File: config.mk
export PLATFORM = sky130hd
export DESIGN_NAME = alu_arbiter
export DESIGN_NICKNAME = d
export VERILOG_FILES = /design/src/rtl/alu_arbiter.sv
export SDC_FILE = /design/constraint.sdc
export NUM_CORES = 1
export LEC_CHECK = 0
export BUFFER_PORTS_ARGS = -buffer_cell sky130_fd_sc_hd__clkbuf_2
export CAP_MARGIN = 5
export CORE_AREA = 5 5 107 109
export CTS_BUF_LIST = sky130_fd_sc_hd__clkbuf_2
export DETAILED_ROUTE_END_ITERATION = 8
export DIE_AREA = 0 0 112 114
export PLACE_DENSITY = 0.9
export SKIP_LAST_GASP = 1
export SLEW_MARGIN = 20
export SYNTH_ARGS = -nofsm -noshare
export SYNTH_HDL_FRONTEND = slang
export SYNTH_SLANG_ARGS = --single-unit
File: constraint.sdc
create_clock -name clk -period 3.6 [get_ports clk]
set_input_delay 0.36 -clock clk [delete_from_list [all_inputs] [get_ports clk]]
set_output_delay 0.36 -clock clk [all_outputs]
set_load 0.02 [all_outputs]
File: src/rtl/alu_arbiter.sv
// Round-robin sequencer sharing one combinational ALU between two requesters.
// Define ALU_ARB_STICKY_OVF_EN to build the per-requester sticky overflow flags.
module alu_arbiter #(
    parameter int DATA_W = 32,
    parameter int OP_W   = 5
) (
    input  logic              clk,
    input  logic              rst_n,

    input  logic              req0_valid,
    output logic              req0_ready,
    input  logic [OP_W-1:0]   req0_op,
    input  logic [DATA_W-1:0] req0_src1,
    input  logic [DATA_W-1:0] req0_src2,

    input  logic              req1_valid,
    output logic              req1_ready,
    input  logic [OP_W-1:0]   req1_op,
    input  logic [DATA_W-1:0] req1_src1,
    input  logic [DATA_W-1:0] req1_src2,

    output logic              rsp0_valid,
    input  logic              rsp0_ready,
    output logic              rsp1_valid,
    input  logic              rsp1_ready,
    output logic [DATA_W-1:0] rsp_data,
    output logic              rsp_overflow,

    output logic              alu_enable,
    output logic [OP_W-1:0]   alu_op,
    output logic [DATA_W-1:0] alu_src1,
    output logic [DATA_W-1:0] alu_src2,
    input  logic [DATA_W-1:0] alu_result,
    input  logic              alu_ovf,

    output logic              ovf_sticky0,
    output logic              ovf_sticky1,
    input  logic              ovf_clr
);

    localparam logic [1:0] IDLE = 2'd0;
    localparam logic [1:0] EXEC = 2'd1;
    localparam logic [1:0] RESP = 2'd2;

    logic [1:0]               state;
    logic                     last_grant;
    logic                     gnt_r;
    logic [OP_W-1:0]          op_r;
    logic signed [DATA_W-1:0] a_r;
    logic signed [DATA_W-1:0] b_r;

    logic grant;
    logic any_valid;
    logic idle_live;
    logic rsp_live;
    logic rsp_taken;

    // Both valid: favour whoever was not served last; otherwise the lone requester.
    function automatic logic pick_grant(input logic v0, input logic v1, input logic last);
        if (v0 && v1)
            return ~last;
        return v1;
    endfunction

    assign grant     = pick_grant(req0_valid, req1_valid, last_grant);
    assign any_valid = req0_valid | req1_valid;
    assign idle_live = rst_n && (state == IDLE);
    assign rsp_live  = rst_n && (state == RESP);
    assign rsp_taken = gnt_r ? rsp1_ready : rsp0_ready;

    assign req0_ready = idle_live && req0_valid && !grant;
    assign req1_ready = idle_live && req1_valid && grant;

    assign rsp0_valid = rsp_live && !gnt_r;
    assign rsp1_valid = rsp_live && gnt_r;

    assign alu_enable = rst_n && (state == EXEC);
    assign alu_op     = op_r;
    assign alu_src1   = a_r;
    assign alu_src2   = b_r;

    always_ff @(posedge clk) begin
        if (!rst_n) begin
            state        <= IDLE;
            last_grant   <= 1'b1;
            gnt_r        <= 1'b0;
            op_r         <= '0;
            a_r          <= '0;
            b_r          <= '0;
            rsp_data     <= '0;
            rsp_overflow <= 1'b0;
        end else begin
            case (state)
                IDLE: begin
                    if (any_valid) begin
                        op_r       <= grant ? req1_op   : req0_op;
                        a_r        <= grant ? req1_src1 : req0_src1;
                        b_r        <= grant ? req1_src2 : req0_src2;
                        gnt_r      <= grant;
                        last_grant <= grant;
                        state      <= EXEC;
                    end
                end
                // ALU is driven for this single cycle; capture its output at the edge.
                EXEC: begin
                    rsp_data     <= alu_result;
                    rsp_overflow <= alu_ovf;
                    state        <= RESP;
                end
                RESP: begin
                    if (rsp_taken)
                        state <= IDLE;
                end
                default: state <= IDLE;
            endcase
        end
    end

`ifdef ALU_ARB_STICKY_OVF_EN
    // Clear is applied first so a set in the same cycle wins.
    always_ff @(posedge clk) begin
        if (!rst_n) begin
            ovf_sticky0 <= 1'b0;
            ovf_sticky1 <= 1'b0;
        end else begin
            if (ovf_clr) begin
                ovf_sticky0 <= 1'b0;
                ovf_sticky1 <= 1'b0;
            end
            if ((state == EXEC) && alu_ovf) begin
                if (gnt_r)
                    ovf_sticky1 <= 1'b1;
                else
                    ovf_sticky0 <= 1'b1;
            end
        end
    end
`else
    logic unused_ovf_clr;
    assign unused_ovf_clr = ovf_clr;
    assign ovf_sticky0    = 1'b0;
    assign ovf_sticky1    = 1'b0;
`endif

endmodule

==> metrics.md <==
| Metric | Value |
|---|---|
| Status | `finished, final reports clean` |
| Initial drt markers | `614` |
| Post-CTS setup buffers | `0` |
| Mux share of post-synthesis cell area | `0.2229%` |
| Hold_ws | `0.06535 ns` |
| Gr ovfl total | `0` |
| CP bufs+invs | `2` |
| Tcrit/Tclk final | `76.60%` |
| VDD IR max | `0.2087 mV` |
| Maxcap violations | `0` |
| Non-Filler Instances | `1123` |
| P&R area growth vs syn | `70.80%` |
| CP delay by family, top | `buffers and inverters` |
| CP max stage cell | `a21bo_2` |
| Critical Path Max Stage Delay | `0.63 ns` |
| Worst EP arrival | `3.31 ns` |
| Synth Register Bits | `106` |
| Critical Path, Cell by Cell | `a21bo_2 > buf_4 > nand2_1 > a311oi_1 > dlygate4sd3_1` |
| First-pass GRT wire length | `32340 µm` |
| Fin. Hold Viols | `0` |
| Clk sinks | `106` |
| Final setup violating endpoints | `0` |
| Worst Setup SP | `last_grant` |
| Crit path required time | `4.15 ns` |
| P_int | `1.867 mW` |
| Pleak | `3.667 nW` |
| Wire length on met1 | `7535 µm` |
| Flop-to-flop setup slack | `0.84 ns` |
| Clock power share | `17.4%` |
| Vias in the first global route | `6484` |
| Synth top area share | `47.26%` |
| Drt first pass iters | `6` |
| DR WL/cell | `18.80 µm` |
| Post-DP HPWL | `10710 µm` |
| Largest family of logic cells by synthesized area | `compound AO/OA/AOI/OAI gates` |
| Avg Vias per Cell | `5.581` |
| Skew-Pair Late Insertion Delay | `0.57 ns` |
| RR Startpoint | `last_grant` |
| NumNets Final | `1155` |
| Placer Congestion | `0.8183` |
| Metal3 WL | `2242 µm` |
| Maximum clock path buffer count | `2` |
| Worst Skew | `0.05333 ns` |
| Total CTS buffers | `9` |
| Commonest non-fill, non-tap cells in the layout | `clkbuf_2, nand2_1, dlygate4sd3_1` |
| Post-Synth XOR/XNOR Area | `0%` |
| Die area | `12770 µm²` |
| Setup TNS | `0 ns` |
| P_sw | `1.105 mW` |
| Most common cell after layout, fill and taps aside | `clkbuf_2` |
| Worst setup path endpoint | `alu_src1[15]` |
| Via count | `6268` |
| Synthesized area per cell | `7.920 µm²` |
| CTS tree | `done` |
| Cts repair resizes | `0` |
| Synth Area in Adders | `0%` |
| Crit path depth | `5` |
| Hold Crit Class | `input pin to register` |
| Slew Limit Fails | `0` |
| CP endpoint kind | `register` |
| Metal2 WL | `10080 µm` |
| Cts hold-fix bufs | `159` |
| CP startpoint kind | `register` |
| Initial antenna violation count | `1` |
| Simple-Gate Fraction of Synth Area | `19.09%` |
| Clk slew on worst S/H paths | `0.33 ns` |
| Max Freq | `0.3626 GHz` |
| Unrepaired setup endpoints after global routing | `false` |
| Starting Density | `42.74%` |
| Flop pwr share | `46.5%` |
| # rows | `38` |
| RR Endpoint | `alu_src1[15]` |
| Post-DRT Antenna Nets | `0` |
| IO Count | `287` |
| Uppermost layer routed | `met4` |
| Ys Warns | `0` |
| Port Buffer Count | `283` |
| Post-synthesis instance total | `567` |
| DIE HEIGHT | `114 µm` |
| H-tree depth | `3` |
| CP Class | `register to register` |
| Crit-path max FO | `38` |
| Slew HR | `44.94%` |
| DRC Markers | `0` |
| Period minus WS final | `2.758 ns` |
| Worst Reg-to-Reg Cells | `5` |
| Detailed Route WL | `21110 µm` |
| Biggest area consumer among synthesized cells | `dfxtp_1` |
| GRT Util Overall | `31.29%` |
| Comb power frac | `36.1%` |
| Core area | `10510 µm²` |
| Largest net degree at the start of global routing | `72` |
| Synth Area in Compound Gates | `27.36%` |
| Die width | `112 µm` |
| Synth unique cells | `26` |
| PwrDens | `387.5 nW/µm²` |
| Register area share after synthesis | `47.26%` |
| Slew at the pin closest to its max-slew limit | `0.8259 ns` |
| Placed cells | `941` |
| Clk root buf | `clkbuf_2` |
| Ranking of synthesized cells by area | `dfxtp_1, nand2_1, a21oi_1` |
| Sw frac | `37.18%` |
| Share of cells above drive strength 1 | `33.10%` |
| Synthesized area | `4491 µm²` |
-- power groups by stage --
stage	clock network [mW]	registers, mW	logic [mW]
floorplan	0	1.54	0.363
global route	0.571	1.40	1.14
CTS	0.523	1.37	1.01
finish	0.518	1.38	1.07
detailed placement	0	1.39	0.808
global placement	0	1.39	0.796
-- through the flow --
stage	area, µm²	worst slack [ns]	power [mW]	utilization, %
after CTS	7607	0.9327	2.902	72.40
after floorplan	4494	1.969	1.900	-
after global routing	7670	0.7360	3.110	72.99
after global placement	5914	1.502	2.185	56.29
final	7670	0.8425	2.972	72.99
after detailed placement	5919	1.452	2.201	56.33
-- worst min path at each step --
| stage | from | end | slack [ns] | depth (start not counted) |
|---|---|---|---|---|
| 3_5_place_dp | rsp_data[27] | rsp_data[27] | 0.45 | 2 |
| 4_1_cts | req1_op[1] | alu_op[1] | 0.002 | 3 |
| 2_1_floorplan | rst_n | last_grant | 0.44 | 1 |
| 5_1_grt | req0_src1[26] | alu_src1[26] | 0.002 | 3 |
| 6_report | req1_src1[23] | alu_src1[23] | 0.07 | 3 |
| 3_3_place_gp | rsp_data[5] | rsp_data[5] | 0.44 | 2 |
-- state kept, by name, indices dropped and copies added, names as in the netlist --
signal / flops
rsp_data: 32
last_grant: 1
state: 2
gnt_r: 1
alu_src1: 32
alu_src2: 32
alu_op: 5
rsp_overflow: 1
-- synthesized netlist by cell type (all sizes together) --
cell type and count:
nand2b 1, a21oi 104, and2 1, buf 14, or2 1, dfxtp 106
and4 1, nand2 205, mux2i 1, o21ai 1, clkbuf 46, a21bo 1
a21boi 2, nor3 1, nor2 4, and3 4, nor2b 2, conb 1
o21a 1, a311oi 69, inv 1
-- layout make-up --
class	instances	area, µm²
diodes	1	2.502
clock buffers	9	45.04
clock inverters	7	51.30
fillers	687	2838
inverters	1	5.005
multi-input cells	401	2126
flip-flops and latches	106	2122
well taps	140	175.2
repair buffers	458	3143
-- cells by family after synthesis --
| kind of cell | count (synthesis) |
|---|---|
| mux | 1 |
| other cells | 1 |
| simple gates | 220 |
| compound gates | 178 |
| buf+inv | 61 |
| flops | 106 |
-- worst reg2reg max path, delay by kind of cell, from the launching register on --
| family | cells | cell delay [ns] |
|---|---|---|
| AND/OR/NAND/NOR | 1 | 0.15 |
| buffers and inverters | 2 | 1.13 |
| AO/OA/AOI/OAI | 2 | 0.99 |
| flip-flops | 1 | 0.49 |
-- layer usage --
layer / GRT usage, % / vias to the layer above
met5: 0 / -
met4: 18.27 / 0
met3: 10.29 / 133
met2: 53.00 / 504
met1: 34.41 / 2829
li1: - / 2802
No activity file was read; power rests on OpenSTA's default activity.
